===== src/rtl/ysyx_25060173_pkg.sv =====
// rtl/ysyx_25060173_pkg.sv - shared opcode, alu_op and state definitions for the IDU
package ysyx_25060173_pkg;

    localparam logic [6:0] OP_IMM   = 7'b0010011;
    localparam logic [6:0] OP_LUI   = 7'b0110111;
    localparam logic [6:0] OP_AUIPC = 7'b0010111;
    localparam logic [6:0] OP_JALR  = 7'b1100111;

    localparam logic [2:0] F3_ADDI = 3'b000;
    localparam logic [2:0] F3_JALR = 3'b000;

    localparam logic [31:0] INST_EBREAK = 32'h00100073;

    localparam logic [1:0] ALU_NONE  = 2'b00;
    localparam logic [1:0] ALU_ADDI  = 2'b01;
    localparam logic [1:0] ALU_AUIPC = 2'b10;

    typedef enum logic {
        RUN  = 1'b0,
        HALT = 1'b1
    } idu_state_e;

    typedef struct packed {
        logic [31:0] src1;
        logic [31:0] src2;
        logic [1:0]  op;
        logic        wen;
        logic        jump;
        logic        halt_req;
        logic        illegal;
    } dec_t;

endpackage


===== src/rtl/ysyx_25060173_imm_gen.sv =====
// rtl/ysyx_25060173_imm_gen.sv - combinational I-type and U-type immediate extraction
module ysyx_25060173_imm_gen (
    input  logic [19:0] inst_hi,
    output logic [31:0] imm_i,
    output logic [31:0] imm_u
);

    // inst_hi carries inst[31:12]; the low bits hold no immediate data for these formats
    assign imm_i = {{20{inst_hi[19]}}, inst_hi[19:8]};
    assign imm_u = {inst_hi, 12'h000};

endmodule


===== src/rtl/ysyx_25060173_idu.sv =====
// rtl/ysyx_25060173_idu.sv - instruction decode unit with one-entry output stage and halt FSM
module ysyx_25060173_idu
    import ysyx_25060173_pkg::*;
#(
    parameter int XLEN = 32
) (
    input  logic            clk,
    input  logic            rst_n,
    input  logic            in_valid,
    output logic            in_ready,
    input  logic [31:0]     in_inst,
    input  logic [XLEN-1:0] in_pc,
    output logic [4:0]      rs1_addr,
    input  logic [XLEN-1:0] rs1_data,
    output logic            out_valid,
    input  logic            out_ready,
    output logic [XLEN-1:0] alu_src1,
    output logic [XLEN-1:0] alu_src2,
    output logic [1:0]      alu_op,
    output logic [4:0]      rd,
    output logic            rf_wen,
    output logic            jump_valid,
    output logic [XLEN-1:0] jump_target,
    output logic [XLEN-1:0] out_pc,
    output logic            halted,
    output logic            halt_illegal,
    output logic [31:0]     dec_count
);

    idu_state_e  state_q, state_d;
    dec_t        dec;
    logic [31:0] imm_i, imm_u;
    logic [31:0] target_d;
    logic        load;

    ysyx_25060173_imm_gen u_imm_gen (
        .inst_hi (in_inst[31:12]),
        .imm_i   (imm_i),
        .imm_u   (imm_u)
    );

    assign rs1_addr = in_inst[19:15];
    assign load     = in_valid && in_ready;

    always_comb begin
        dec = '0;
        case (in_inst[6:0])
            OP_IMM: begin
                if (in_inst[14:12] == F3_ADDI) begin
                    dec.op   = ALU_ADDI;
                    dec.src1 = rs1_data;
                    dec.src2 = imm_i;
                    dec.wen  = 1'b1;
                end else begin
                    dec.illegal = 1'b1;
                end
            end
            OP_LUI: begin
                dec.op   = ALU_ADDI;
                dec.src2 = imm_u;
                dec.wen  = 1'b1;
            end
            OP_AUIPC: begin
                dec.op   = ALU_AUIPC;
                dec.src1 = in_pc;
                dec.src2 = imm_u;
                dec.wen  = 1'b1;
            end
            OP_JALR: begin
                if (in_inst[14:12] == F3_JALR) begin
                    dec.op   = ALU_ADDI;
                    dec.src1 = in_pc;
                    dec.src2 = 32'd4;
                    dec.wen  = 1'b1;
                    dec.jump = 1'b1;
                end else begin
                    dec.illegal = 1'b1;
                end
            end
            default: dec.illegal = (in_inst != INST_EBREAK);
        endcase
        // ebreak falls into the default arm with illegal=0, so halt_req covers both
        dec.halt_req = dec.illegal || (in_inst == INST_EBREAK);
    end

    assign target_d = dec.jump ? ((rs1_data + imm_i) & ~32'h1) : 32'h0;

    always_ff @(posedge clk) begin
        if (!rst_n) begin
            state_q <= RUN;
        end else begin
            state_q <= state_d;
        end
    end

    always_comb begin
        state_d = state_q;
        if (state_q == RUN && load && dec.halt_req) begin
            state_d = HALT;
        end
    end

    always_comb begin
        in_ready = (state_q == RUN) && (!out_valid || out_ready);
        halted   = (state_q == HALT);
    end

    always_ff @(posedge clk) begin
        if (!rst_n) begin
            out_valid    <= 1'b0;
            alu_src1     <= '0;
            alu_src2     <= '0;
            alu_op       <= ALU_NONE;
            rd           <= '0;
            rf_wen       <= 1'b0;
            jump_valid   <= 1'b0;
            jump_target  <= '0;
            out_pc       <= '0;
            halt_illegal <= 1'b0;
            dec_count    <= '0;
        end else if (load) begin
            out_valid    <= 1'b1;
            alu_src1     <= dec.src1;
            alu_src2     <= dec.src2;
            alu_op       <= dec.op;
            rd           <= in_inst[11:7];
            rf_wen       <= dec.wen && (in_inst[11:7] != 5'd0);
            jump_valid   <= dec.jump;
            jump_target  <= target_d;
            out_pc       <= in_pc;
            halt_illegal <= halt_illegal || dec.illegal;
            dec_count    <= dec_count + 32'd1;
        end else if (out_valid && out_ready) begin
            out_valid <= 1'b0;
        end
    end

endmodule


===== config.mk =====
export PLATFORM = sky130hd
export DESIGN_NAME = ysyx_25060173_idu
export DESIGN_NICKNAME = d
export VERILOG_FILES = /design/src/rtl/ysyx_25060173_pkg.sv /design/src/rtl/ysyx_25060173_imm_gen.sv /design/src/rtl/ysyx_25060173_idu.sv
export SDC_FILE = /design/constraint.sdc
export NUM_CORES = 1
export LEC_CHECK = 0
export ABC_AREA = 1
export ABC_CLOCK_PERIOD_IN_PS = 2200
export CAP_MARGIN = 40
export CELL_PAD_IN_SITES_DETAIL_PLACEMENT = 1
export CELL_PAD_IN_SITES_GLOBAL_PLACEMENT = 2
export CORE_MARGIN = 3
export CORE_UTILIZATION = 25
export CTS_CLUSTER_DIAMETER = 150
export DETAILED_ROUTE_END_ITERATION = 8
export GPL_TIMING_DRIVEN = 0
export PLACE_DENSITY = 0.81
export SYNTH_ARGS = -nofsm -noshare
export SYNTH_HDL_FRONTEND = slang
export SYNTH_SLANG_ARGS = --single-unit

===== constraint.sdc =====
create_clock -name clk -period 2.2 [get_ports clk]
set_input_delay 0.44 -clock clk [delete_from_list [all_inputs] [get_ports clk]]
set_output_delay 0.44 -clock clk [all_outputs]
set_load 0.01 [all_outputs]

* Yosys cells after proc, flatten, opt, wreduce, memory -nomap -nowiden *
Cells that the tools add are included.

word-level totals
  flip-flop bits (word level) = 172
  input bits = 100
  output and inout bits = 178

operators by class
  $add $sub $neg = 2
  eq/ne operators = 6
  multiplexer cells = 10
  bitwise operators = 1
  reductions and logical operators = 15

operators with widths
  kind                   count
  $pmux 35 s4            1
  $pmux 32 s3            1
  $mux 68                1
  $mux 67                1
  $add 32x1->32 const B  1
  $add 32x32->32         1
  $eq 32x21->1 const B   1
  $mux 32                1
  $ne 32x21->1 const B   1
  $eq 7x5->1 const B     2
  $eq 7x6->1 const B     1
  $eq 7x7->1 const B     1
  $logic_and 1x1->1      6
  $reduce_bool 5->1      1
  $mux 1                 4
  $reduce_or 2->1        2
  $logic_not 3->1        1
  $logic_or 1x1->1       3
  $pmux 1 s2             1
  $reduce_bool 2->1      1
  $logic_not 1->1        1
  $not 1->1              1

* Logic depth before layout (Yosys ltp) *
  depth after elaboration = 6
  mapped depth = 14
  mapped depth without buffers = 14

* Modules after synthesis *
From an unflattened synthesis, not the netlist that was laid out.

unflattened totals
  cells, all modules = 1,580
  area total of the unflattened synthesis = 10,373.7 um2

by module, submodules not included
  module                 times used  cells an instance  area each (um2)  seq. area each (um2)
  ysyx_25060173_idu      1           1,515              9,889.5          3,423.3
  ysyx_25060173_imm_gen  1           65                 484.2            0.0

* Worst setup path after synthesis *
Ideal clock, no wire load.

  kind = input -> register
  from = in in_inst[21]
  to = reg jump_target[24]
  arrival time = 1,660 ps
  required time = 2,068 ps
  path slack = 407 ps
  stages on the path = 12
  path buffers = 0
  path through = inv_1 -> fa_1 -> inv_1 -> nand3_1 -> nand3_1 -> nand2_1 -> nand2_1 -> nand2_1 -> nand3_1 -> nand2_1 -> nand3_1 -> a21oi_1

between the ends
  longest elaborated chain between the ends = 2

ends and longest elaborated chain
  what                  line                      RTL
  start, declared       ysyx_25060173_idu.sv:11   input logic [31:0] in_inst,
  $add 32x32->32        ysyx_25060173_idu.sv:86   assign target_d = dec.jump ? ((rs1_data + imm_i) & ~32'h1) : 32'h0;
  $mux 32               ysyx_25060173_idu.sv:86
  end signal, assigned  ysyx_25060173_idu.sv:129  jump_target <= target_d;
  end, declared         ysyx_25060173_idu.sv:23   output logic [XLEN-1:0] jump_target,

No other way between the ends.
A chain may end at the register's enable or synchronous reset.

* Worst setup path after layout *
  from = in in_inst[5]
  to = reg alu_src2[28]

between the ends
  longest elaborated chain between the ends = 2
  elaborated cells between the ends (all ways) = 5
  classes of those cells = eq/ne (4); mux (1)

ends and longest elaborated chain
  what                                      line                      RTL
  $eq 7x7->1, or another cell as far along  ysyx_25060173_idu.sv:47   case (in_inst[6:0])
  $pmux 35 s4 *                             ysyx_25060173_idu.sv:47
  end signal, assigned                      ysyx_25060173_idu.sv:124  alu_src2 <= dec.src2;
  end, declared                             ysyx_25060173_idu.sv:18   output logic [XLEN-1:0] alu_src2,

Mark *: on every way between the ends. The rest lies on a longest branch, timed or not.

==> run metrics <==
Layout Cells excl Fill=2365; post-synthesis xor/xnor area fraction=0.00907; via count=10956; core area=37800 µm²; DRT iter0 DRCs=407; Pre-antenna DRT Iters=5; Placer Congestion=0.862; Slew HR=0.482; RSZ-0062 raised after global routing=true; Avg Inst Size Synth=6.26 µm²; placed insts=2330; number of port buffers=275; num rows=71; Syn Nets=1675; endpoints failing hold=0; fin crit share=0.973; Setup crit end kind=flip-flop; Worst Path Required=2.54 ns; nets@finish=1974; post-DP HPWL=36.2 mm; clk_skew=0.0174 ns; commonest non-fill, non-tap cell in the layout=nand2_1; Critical Path AT=2.48 ns; antenna diode instance count=0; Synth Instances=1543; Initial Utilization=0.255; synth warn=0; post-synthesis register bit count=171; adder-cell area share of the yosys netlist=0.0423; CTS Buf Count=17; sequential element share of the synthesized area=0.355; Register Area=3420 µm²; most frequent cells in the layout=599 x nand2_1, 263 x clkdlybuf4s50_1, 183 x inv_1; Compound-Gate Fraction of Synth Area=0.124; die area=41000 µm²; # DRC=0; Clock Latency Late Sink=0.46 ns; setup_tns=0 ns; filler cell count=4865; multiplexer share of the synthesized area=0; LEAKAGE=5.85 nW; Critical Path, Cell by Cell=clkdlybuf4s50_1 -> inv_1 -> nand3_1 -> inv_1 -> nand2_2 -> nor2_4 -> a21oi_2 -> clkbuf_4 -> o21ai_0 -> o211ai_1 -> inv_1; final WL=44.5 mm; H-tree depth=4; pins over their slew limit=0; largest family of logic cells by synthesized area=simple AND/OR/NAND/NOR gates; post-synthesis cell type count=43; max frequency=0.467 GHz; Critical Path Most Common Cell=inv_1; IO Pins=278; outcome=complete, no violations; Via density=4.63; CTS clk-pin slew, worst paths=0.08 ns; HP Class=input port to flip-flop; initial antenna violation count=0; GR Overflow Total=0; Num Clock Sinks=171; vias in the first global route=11232; slowest CP cell=clkdlybuf4s50_1; CP Class=input port to flip-flop; largest net degree at the start of global routing=17; Die H=203 µm; root buffer cell=clkbuf_16; Async S/R FF share, synth=0; layout overhead on the synthesized area=44.3%; Die Span X=203 µm; Least-Margin Pin Slew=0.777 ns; Peak supply drop=0.559 mV; Multi-input gate area=5450 µm²; delay-heaviest family, CP=buffers and inverters; main flop type after synthesis=dfxtp_1; final setup fails=0; gr usage total=0.214; hold_buf cts=0; layout cell share with drive strength beyond 1=0.0717; TritonCTS clock tree=done; pwr dens=580 nW/µm²; crit start category=input port; CP Buf/Inv Count=5; first-pass GRT wire length=67.4 mm; Post-synth EDFFs=0; antenna violation net count after detailed routing=0; DR WL/cell=18.8 µm; maxcap violations=0; simple-gate share of the synthesized area=0.364; Bufs on Longest Clock Path=2; min Tclk post-route=2.14 ns; synthesized area=9650 µm²; slowest stage delay, CP=0.57 ns; worst-path maximum fanout=10
-- report_power, final --
group | internal [mW] | switching [mW]
logic | 0.649 | 0.992
registers | 3.17 | 0.0560
clock network | 1.75 | 1.46
-- kinds of logic (layout without fill, tap and decap cells) --
group | count (synthesis) | after routing
flops | 171 | 171
compound gates | 223 | 223
simple gates | 853 | 853
buf+inv | 253 | 564
fa+ha+maj | 32 | 32
xor+xnor | 10 | 10
other cells | 1 | 1
-- metal layers --
metal | GRT usage | share of wire
met1 | 0.272 | 0.45
met2 | 0.381 | 0.49
met3 | 0.0366 | 0.042
met4 | 0.0453 | 0.013
met5 | 0 | 0
-- Yosys cell counts, types with 2 or more instances --
cell	count	area, µm²
inv_1	185	694
or2_2	8	50.1
nand3_1	89	445
o21a_1	4	30.0
nand2_1	609	2290
nor2_1	84	315
nor3_2	3	30.0
xor2_1	8	70.1
clkbuf_1	35	131
o21ai_0	26	130
a21o_1	2	15.0
nand3b_1	5	37.5
dfxtp_1	171	3420
buf_2	13	65.1
and3_1	2	12.5
nor3_1	26	130
o211ai_1	14	105
nand4_1	13	81.3
and2_1	3	18.8
nor4_1	5	31.3
inv_2	4	15.0
o21ai_1	3	15.0
buf_1	3	11.3
o21bai_1	2	15.0
xnor2_1	2	17.5
nor2_4	2	22.5
buf_4	9	67.6
a21oi_1	166	831
buf_6	3	33.8
ha_1	31	388
-- worst reg2reg max path: cells and delay by family, from the launching register on --
kind / cells / cell delay (ns)
and+or+nand+nor: 2 / 0.23
AOI/OAI and AO/OA: 1 / 0.16
buffers and inverters: 4 / 1.18
DFF: 1 / 0.44
-- layout make-up --
| type | instances | area share |
|---|---|---|
| clock inverter | 11 | 0.00961 |
| sequential | 171 | 0.246 |
| clock buffer | 20 | 0.0328 |
| buffer | 63 | 0.0234 |
| multi-input combinational | 1119 | 0.391 |
| tap | 511 | 0.0459 |
| inverter | 190 | 0.0512 |
| timing repair buffer | 280 | 0.200 |
-- final timing paths --
path / from / to / slack [ns] / cells after the start
max: in_inst[5] / alu_src2[28] / 0.06 / 11
min: rst_n / dec_count[3] / 0.40 / 3
max reg2reg: halted / alu_src1[27] / 0.13 / 7
min reg2reg: alu_src1[24] / alu_src1[24] / 0.47 / 2
-- registers in the layout, summed over array words and instances (netlist names) --
register,cells
alu_op,2
alu_src1,32
alu_src2,32
jump_target,31
out_valid,1
jump_valid,1
halted,1
rf_wen,1
rd,5
out_pc,32
halt_illegal,1
dec_count,32
-- stage by stage --
stage	power (mW)	setup WS, ns	cell area, µm²	hold WS [ns]	utilization
detailed placement	4.88	-1.28	13100	0.456	0.345
CTS	8.12	0.00133	13800	0.400	0.364
global route	8.45	-0.0704	13900	0.423	0.368
finish	8.07	0.0584	13900	0.402	0.368
global placement	4.85	-1.65	13000	0.452	0.345
floorplan	4.08	0.407	9650	0.490	-
-- repair_timing --
action	in CTS	in global routing
endpoints found under the setup margin	48	76
gates resized for setup	33	43
pin swaps	0	1
buffers inserted	2	2
gates cloned	0	0
Note: power is estimated with default switching activity, not from simulation.
